===== src/rtl/serial_subtractor_pkg.sv =====
// rtl/serial_subtractor_pkg.sv - shared state encoding, default width and counter sizing for the serial subtractor
package serial_subtractor_pkg;

    typedef enum logic {
        ST_IDLE  = 1'b0,
        ST_SHIFT = 1'b1
    } state_e;

    localparam int DEFAULT_WIDTH = 8;

    // Bit counter only needs to reach WIDTH-1; keep at least one bit for tiny widths.
    function automatic int cnt_width(input int w);
        return (w <= 2) ? 1 : $clog2(w);
    endfunction

endpackage


===== src/rtl/full_subtractor.sv =====
// rtl/full_subtractor.sv - single-bit combinational full subtractor cell
module full_subtractor (
    input  logic a,
    input  logic b,
    input  logic bin,
    output logic d,
    output logic bout
);

    always_comb begin
        d    = a ^ b ^ bin;
        bout = (~a & b) | (~(a ^ b) & bin);
    end

endmodule


===== src/rtl/serial_subtractor.sv =====
// rtl/serial_subtractor.sv - bit-serial A-B subtractor, one bit per clock, start/ready/done handshake
module serial_subtractor
    import serial_subtractor_pkg::*;
#(
    parameter int WIDTH = DEFAULT_WIDTH
) (
    input  logic             clk,
    input  logic             rst,
    input  logic             start,
    input  logic [WIDTH-1:0] A,
    input  logic [WIDTH-1:0] B,
    output logic             ready,
    output logic [WIDTH-1:0] DIFF,
    output logic             BOUT,
    output logic             OVF,
    output logic             done
);

    localparam int CW = cnt_width(WIDTH);
    localparam logic [CW-1:0] LAST_BIT = CW'(WIDTH - 1);

    state_e           state_q, state_d;
    logic [WIDTH-1:0] a_sr_q, a_sr_d;
    logic [WIDTH-1:0] b_sr_q, b_sr_d;
    logic [WIDTH-1:0] res_q, res_d;
    logic [CW-1:0]    cnt_q, cnt_d;
    logic             borrow_q, borrow_d;
    logic             a_msb_q, a_msb_d;
    logic             b_msb_q, b_msb_d;
    logic [WIDTH-1:0] diff_q, diff_d;
    logic             bout_q, bout_d;
    logic             ovf_q, ovf_d;
    logic             done_q, done_d;
    logic             ready_q, ready_d;

    logic             fs_d;
    logic             fs_bout;

    full_subtractor u_fs (
        .a    (a_sr_q[0]),
        .b    (b_sr_q[0]),
        .bin  (borrow_q),
        .d    (fs_d),
        .bout (fs_bout)
    );

    always_comb begin
        state_d  = state_q;
        a_sr_d   = a_sr_q;
        b_sr_d   = b_sr_q;
        res_d    = res_q;
        cnt_d    = cnt_q;
        borrow_d = borrow_q;
        a_msb_d  = a_msb_q;
        b_msb_d  = b_msb_q;
        diff_d   = diff_q;
        bout_d   = bout_q;
        ovf_d    = ovf_q;
        done_d   = 1'b0;
        ready_d  = ready_q;

        case (state_q)
            ST_IDLE: begin
                if (start) begin
                    a_sr_d   = A;
                    b_sr_d   = B;
                    a_msb_d  = A[WIDTH-1];
                    b_msb_d  = B[WIDTH-1];
                    borrow_d = 1'b0;
                    cnt_d    = '0;
                    ready_d  = 1'b0;
                    state_d  = ST_SHIFT;
                end
            end
            ST_SHIFT: begin
                // Result fills from the MSB end, so after WIDTH shifts bit 0 lands in place.
                res_d    = {fs_d, res_q[WIDTH-1:1]};
                a_sr_d   = a_sr_q >> 1;
                b_sr_d   = b_sr_q >> 1;
                borrow_d = fs_bout;
                cnt_d    = cnt_q + CW'(1);
                if (cnt_q == LAST_BIT) begin
                    diff_d  = {fs_d, res_q[WIDTH-1:1]};
                    bout_d  = fs_bout;
                    ovf_d   = (a_msb_q != b_msb_q) && (fs_d != a_msb_q);
                    done_d  = 1'b1;
                    ready_d = 1'b1;
                    cnt_d   = '0;
                    state_d = ST_IDLE;
                end
            end
            default: begin
                state_d = ST_IDLE;
                ready_d = 1'b1;
            end
        endcase
    end

    always_ff @(posedge clk) begin
        if (rst) begin
            state_q  <= ST_IDLE;
            a_sr_q   <= '0;
            b_sr_q   <= '0;
            res_q    <= '0;
            cnt_q    <= '0;
            borrow_q <= 1'b0;
            a_msb_q  <= 1'b0;
            b_msb_q  <= 1'b0;
            diff_q   <= '0;
            bout_q   <= 1'b0;
            ovf_q    <= 1'b0;
            done_q   <= 1'b0;
            ready_q  <= 1'b1;
        end else begin
            state_q  <= state_d;
            a_sr_q   <= a_sr_d;
            b_sr_q   <= b_sr_d;
            res_q    <= res_d;
            cnt_q    <= cnt_d;
            borrow_q <= borrow_d;
            a_msb_q  <= a_msb_d;
            b_msb_q  <= b_msb_d;
            diff_q   <= diff_d;
            bout_q   <= bout_d;
            ovf_q    <= ovf_d;
            done_q   <= done_d;
            ready_q  <= ready_d;
        end
    end

    assign ready = ready_q;
    assign DIFF  = diff_q;
    assign BOUT  = bout_q;
    assign OVF   = ovf_q;
    assign done  = done_q;

endmodule


===== config.mk =====
export PLATFORM = sky130hd
export DESIGN_NAME = serial_subtractor
export DESIGN_NICKNAME = d
export VERILOG_FILES = /design/src/rtl/serial_subtractor_pkg.sv /design/src/rtl/full_subtractor.sv /design/src/rtl/serial_subtractor.sv
export SDC_FILE = /design/constraint.sdc
export NUM_CORES = 1
export LEC_CHECK = 0
export ABC_AREA = 0
export BUFFER_PORTS_ARGS = -buffer_cell sky130_fd_sc_hd__clkbuf_2
export CAP_MARGIN = 25
export CORE_AREA = 3 3 62 64
export CTS_CLUSTER_DIAMETER = 30
export DETAILED_ROUTE_END_ITERATION = 7
export DIE_AREA = 0 0 65 67
export PLACE_DENSITY = 0.77
export SYNTH_ARGS = -nofsm -noshare
export SYNTH_HDL_FRONTEND = slang
export SYNTH_SLANG_ARGS = --single-unit

===== constraint.sdc =====
create_clock -name clk -period 1.6 [get_ports clk]
set_input_delay 0.16 -clock clk [delete_from_list [all_inputs] [get_ports clk]]
set_output_delay 0.16 -clock clk [all_outputs]
set_load 0.02 [all_outputs]

Word-level counts from Yosys, hierarchy flattened
Cells that the tools add are included.
{"block": "classes", "n_addsub": 1, "eq_ne": 5, "n_mux": 15, "n_bitwise": 8, "reduce_logical": 5}
{"operator": "one-hot mux 8 bit (2 select lines)", "n": 2}
{"operator": "2-to-1 mux 8 bit", "n": 2}
{"operator": "2-to-1 mux 3 bit", "n": 2}
{"operator": "one-hot mux 1 bit (2 select lines)", "n": 3}
{"operator": "one-hot mux 3 bit (2 select lines)", "n": 1}
{"operator": "AND reduction 2 bit", "n": 3}
{"operator": "2-to-1 mux 1 bit", "n": 5}
{"operator": "adder 3 x 1 -> 3 bit (second input constant)", "n": 1}
{"operator": "equality test 3 bit (second input constant)", "n": 1}
{"operator": "NOT 1 bit", "n": 3}
{"operator": "AND 1 bit", "n": 2}
{"operator": "!= test 1 bit", "n": 2}
{"operator": "!= test 2 x 1 -> 1 bit (second input constant)", "n": 1}
{"operator": "!= test 2 bit (second input constant)", "n": 1}
{"operator": "OR reduction 2 bit", "n": 1}
{"operator": "bitwise XOR 1 bit", "n": 2}
{"operator": "logical AND 1 bit", "n": 1}
{"operator": "bitwise OR 1 bit", "n": 1}
{"block": "totals", "ff_bits": 43, "in_bits": 19, "output_inout_bits": 12, "wordCells": 47}

Logic depth before layout (Yosys ltp)
{"block": "logic_depth", "depth_word": 5, "mapped_depth": 6, "ltp_nobuf": 5}

Cells and area by module
From an unflattened synthesis, not the netlist that was laid out.
{"block": "hier_totals", "hier_cells": 179, "area_unflattened_um2": 1810.5}
{"mod": "serial_subtractor", "instances": 1, "cells_per_inst": 175, "area_per_inst_um2": 1779.2, "seq_area_each_um2": 840.8}
{"mod": "full_subtractor", "instances": 1, "cells_per_inst": 4, "area_per_inst_um2": 31.3, "seq_area_each_um2": 0.0}

Worst setup path before layout
OpenSTA, ideal clock, no wires.
{"block": "synth_path", "path_type": "reg2reg", "startpoint": "register b_sr_q[0]", "endpoint": "register ovf_q (netlist: OVF)", "setup_ps": 122, "t_arrival_ps": 1314, "required_time_ps": 1478, "slack_ps": 165, "path_stages_with_launch": 6, "n_path_buf": 0, "period_less_slack_ps": 1435, "cell_sequence": "dfxtp_1 -> inv_1 -> fa_1 -> and3b_1 -> a211oi_1 -> nor3_1"}
{"block": "synth_via", "elab_chain_len": 4}
{"element": "from (decl)", "line_no": "serial_subtractor.sv:24", "source": "logic [WIDTH-1:0] b_sr_q, b_sr_d;"}
{"element": "from (signal assigned)", "line_no": "serial_subtractor.sv:117", "source": "b_sr_q <= b_sr_d;"}
{"element": "bitwise XOR 1 bit (2 in a row)", "line_no": "full_subtractor.sv:11", "source": "d = a ^ b ^ bin;"}
{"element": "net fs_d", "line_no": "serial_subtractor.sv:36", "source": "logic fs_d;"}
{"element": "!= test 1 bit", "line_no": "serial_subtractor.sv:85", "source": "ovf_d = (a_msb_q != b_msb_q) && (fs_d != a_msb_q);"}
{"element": "logical AND 1 bit", "line_no": "serial_subtractor.sv:85"}
{"element": "to (signal assigned)", "line_no": "serial_subtractor.sv:125", "source": "ovf_q <= ovf_d;"}
{"element": "to (decl)", "line_no": "serial_subtractor.sv:32", "source": "logic ovf_q, ovf_d;"}
The timed path passes the listed nets, and every way through them passes these cells.
A chain may end at the register's enable or synchronous reset.

Worst setup path after layout
Ends and elaborated chain as after synthesis.

==> impl_results.md <==
* Outcome: complete, no violations
* Worst path arrival time at 1740 ps
* Comb pwr share at 0.132
* Yosys warns at 0
* CP top delay family: adder cells
* Fraction of layout cells with a size suffix above 1 at 0.300
* Setup crit end kind: flop
* Worst-path maximum fanout at 4
* Die X-Extent at 65 um
* Total GRT Usage at 0.161
* I/O pins at 31
* WL per Instance at 12.0 um
* Worst slew pin tran at 766 ps
* Vias in the first global route at 1209
* Largest net degree at the start of global routing at 43
* Setup Buffers After CTS at 0
* Cell chosen for the clock root: clkbuf_4
* # nets final at 232
* Fmax at 0.666 GHz
* CP startpoint kind: flop
* H-tree depth at 2
* Vias at 1274
* Final setup TNS at 0 ps
* Fin. Hold Viols at 0
* Residual DRC at 0
* Final setup viols at 0
* Initial core utilization at 0.550
* Initial DRT Pass Iterations at 4
* Leak at 0.900 nW
* Seq/Total Area, Yosys at 0.458
* Hpwl dp at 2.25 mm
* Gp weighted congestion at 0.768
* Switching Fraction at 0.261
* Post-synth top area cell: dfxtp_1
* RSZ-0062 raised after global routing: no
* Part of the power in registers at 0.589
* Cell Area, Synth at 0.00183 mm2
* Placed cell count at 248
* P_sw at 0.494 mW
* Non-filler instance count after layout at 256
* Final Util at 0.616
* Global-route wire length before repair at 5.38 mm
* Peak supply drop at 0.000614 V
* Clk pwr share at 0.279
* Synth Register Bits at 42
* Skew-Pair Late Insertion Delay at 360 ps
* Synthesized Nets at 202
* ANT nets after route at 0
* Core area at 0.00334 mm2
* Pre-CTS WS at 56.8 ps
* Total die area at 0.00436 mm2
* Largest cells by area after synthesis: dfxtp_1 (46%), mux2i_1 (14%), mux2_4 (11%)
* Fin crit share at 0.939
* Worst setup margin at 97.8 ps
* Area Overhead vs Synth at 12.1%
* CP max-delay cell: fa_2
* Initial antenna violation count at 0
* WP buf/inv at 1
* Pint at 1.40 mW
* Worst EP required at 1830 ps
* Deepest clock path buffer count at 2
* Avg Vias per Cell at 4.98
* Die height at 67 um
* Crit-path max cell delay at 490 ps
* PortBufs at 30
* Cts bufs inserted at 5
* CTS Sinks at 42
* Tmin final at 1500 ps
* P per Cell Area at 918 mW/mm2
* Row count at 21
* Post-synth cell types at 25
* Final hold slack at 76.1 ps
* Hold-fix buffers, CTS at 0
* Drt total wl at 3.07 mm
* Clock Pin Slew Worst Setup and Hold Paths at 130 ps
* Slew HR at 0.490
* Area share of the largest cell type after synthesis at 0.458
* # Max-Cap Violations at 0
* Cells after synthesis at 179
* Hold Crit Class: input pin to flop
* Final slew viol count at 0
* CP Cell Sequence: inv_1 > fa_2 > and3b_1 > a211oi_1 > nor3_1
* DRT iter0 DRCs at 38
* Path type of the worst setup path: flop to flop
* Setup Skew at 15.9 ps
* Ant. Diodes at 0
* Syn Area/Cell at 10.2 um2
* Grt ovf at 0
* CTS tree: yes
[tightest hold or removal path: cells and delay by family]
family        cells  cell delay, ps
mux               1              70
buf+inv           1             100
simple gates      1              70
[synth_stat cells]
cell and count:
o31a_2 1, nand2b_1 2, buf_6 4, nor3b_1 3, clkbuf_8 1, dfxtp_1 42, ha_1 3, nand2_1 18
buf_2 1, buf_4 3, and3b_1 1, mux2_4 13, and2b_2 2, mux2_2 1, nor2_1 33, a211oi_2 1
o22ai_1 1, clkbuf_1 3, and2_1 1, a21oi_1 12, nor3_1 3, mux2i_1 25, a211oi_1 1, fa_1 1
inv_1 3
[metal layers]
metal  GRT usage  routed length (um)  part of all wire
met1       0.179                1340              0.44
met2       0.282                1510              0.49
met3      0.0438                 133             0.043
met4      0.0792                  85             0.028
met5           0                   0                 0
[timing repair]
action / in CTS / in global routing
resized for setup: 0 / 2
hold endpoints to repair: 0 / 0
endpoints found under the setup margin: 0 / 4
[layout by cell type, fill, tap and decap left out, types with 2 or more instances in the layout]
master and n:
clkbuf_2 30, inv_1 3, mux2i_1 25, buf_4 4, nand2b_1 2, and2b_2 2, nor3b_1 3, dfxtp_1 42
nand2_1 18, ha_1 3, nor3_1 3, a21oi_1 12, mux2_4 13, clkbuf_4 5, nor2_1 33
[area by class of cell]
class / instances / area, um2
fill: 311 / 1280
multi-input combinational: 122 / 888
sequential: 42 / 841
timing repair buffer: 35 / 200
tap: 46 / 57.6
clock buffer: 5 / 37.5
clock inverter: 3 / 21.3
inverter: 3 / 11.3
[metrics by stage]
stage / power, mW / cell area (um2)
floorplan: 1.34 / 1830
global placement: 1.37 / 1990
detailed placement: 1.39 / 1990
CTS: 1.90 / 2050
global route: 1.99 / 2060
finish: 1.89 / 2060
[kinds of logic (layout without fill, tap and decap cells)]
kind of cell               after synthesis  after routing  synth area share
buffers and inverters                   15             46            0.0593
adders and majority gates                4              4            0.0314
muxes                                   39             39             0.249
AOI/OAI and AO/OA                       16             16            0.0525
DFF                                     42             42             0.458
and+or+nand+nor                         63             63             0.149
[power groups by stage]
stage | clock [mW] | combinational [mW] | sequential [mW]
5_1_grt | 0.595 | 0.276 | 1.12
6_report | 0.527 | 0.249 | 1.11
3_3_place_gp | 0 | 0.241 | 1.13
3_5_place_dp | 0 | 0.250 | 1.14
4_1_cts | 0.538 | 0.252 | 1.11
2_1_floorplan | 0 | 0.205 | 1.13
[sequential cells by signal, indices dropped and copies added (netlist names)]
name,flops
b_sr_q,8
BOUT,1
cnt_q,3
res_q,7
OVF,1
a_msb_q,1
a_sr_q,8
DIFF,8
borrow_q,1
b_msb_q,1
state_q,1
ready,1
done,1
[final timing paths]
kind | slack (ps) | end | depth (start not counted) | startpoint
setup / recovery | 100 | OVF$_SDFFE_PP0P_ | 5 | b_sr_q[0]$_SDFFE_PP0P_
hold / removal | 80 | b_msb_q$_SDFFE_PP0P_ | 3 | B[7]
hold reg to reg | 470 | DIFF[0]$_SDFFE_PP0P_ | 2 | res_q[1]$_SDFFE_PP0P_
setup reg to reg | 100 | OVF$_SDFFE_PP0P_ | 5 | b_sr_q[0]$_SDFFE_PP0P_
Note: power is estimated with default switching activity, not from simulation.
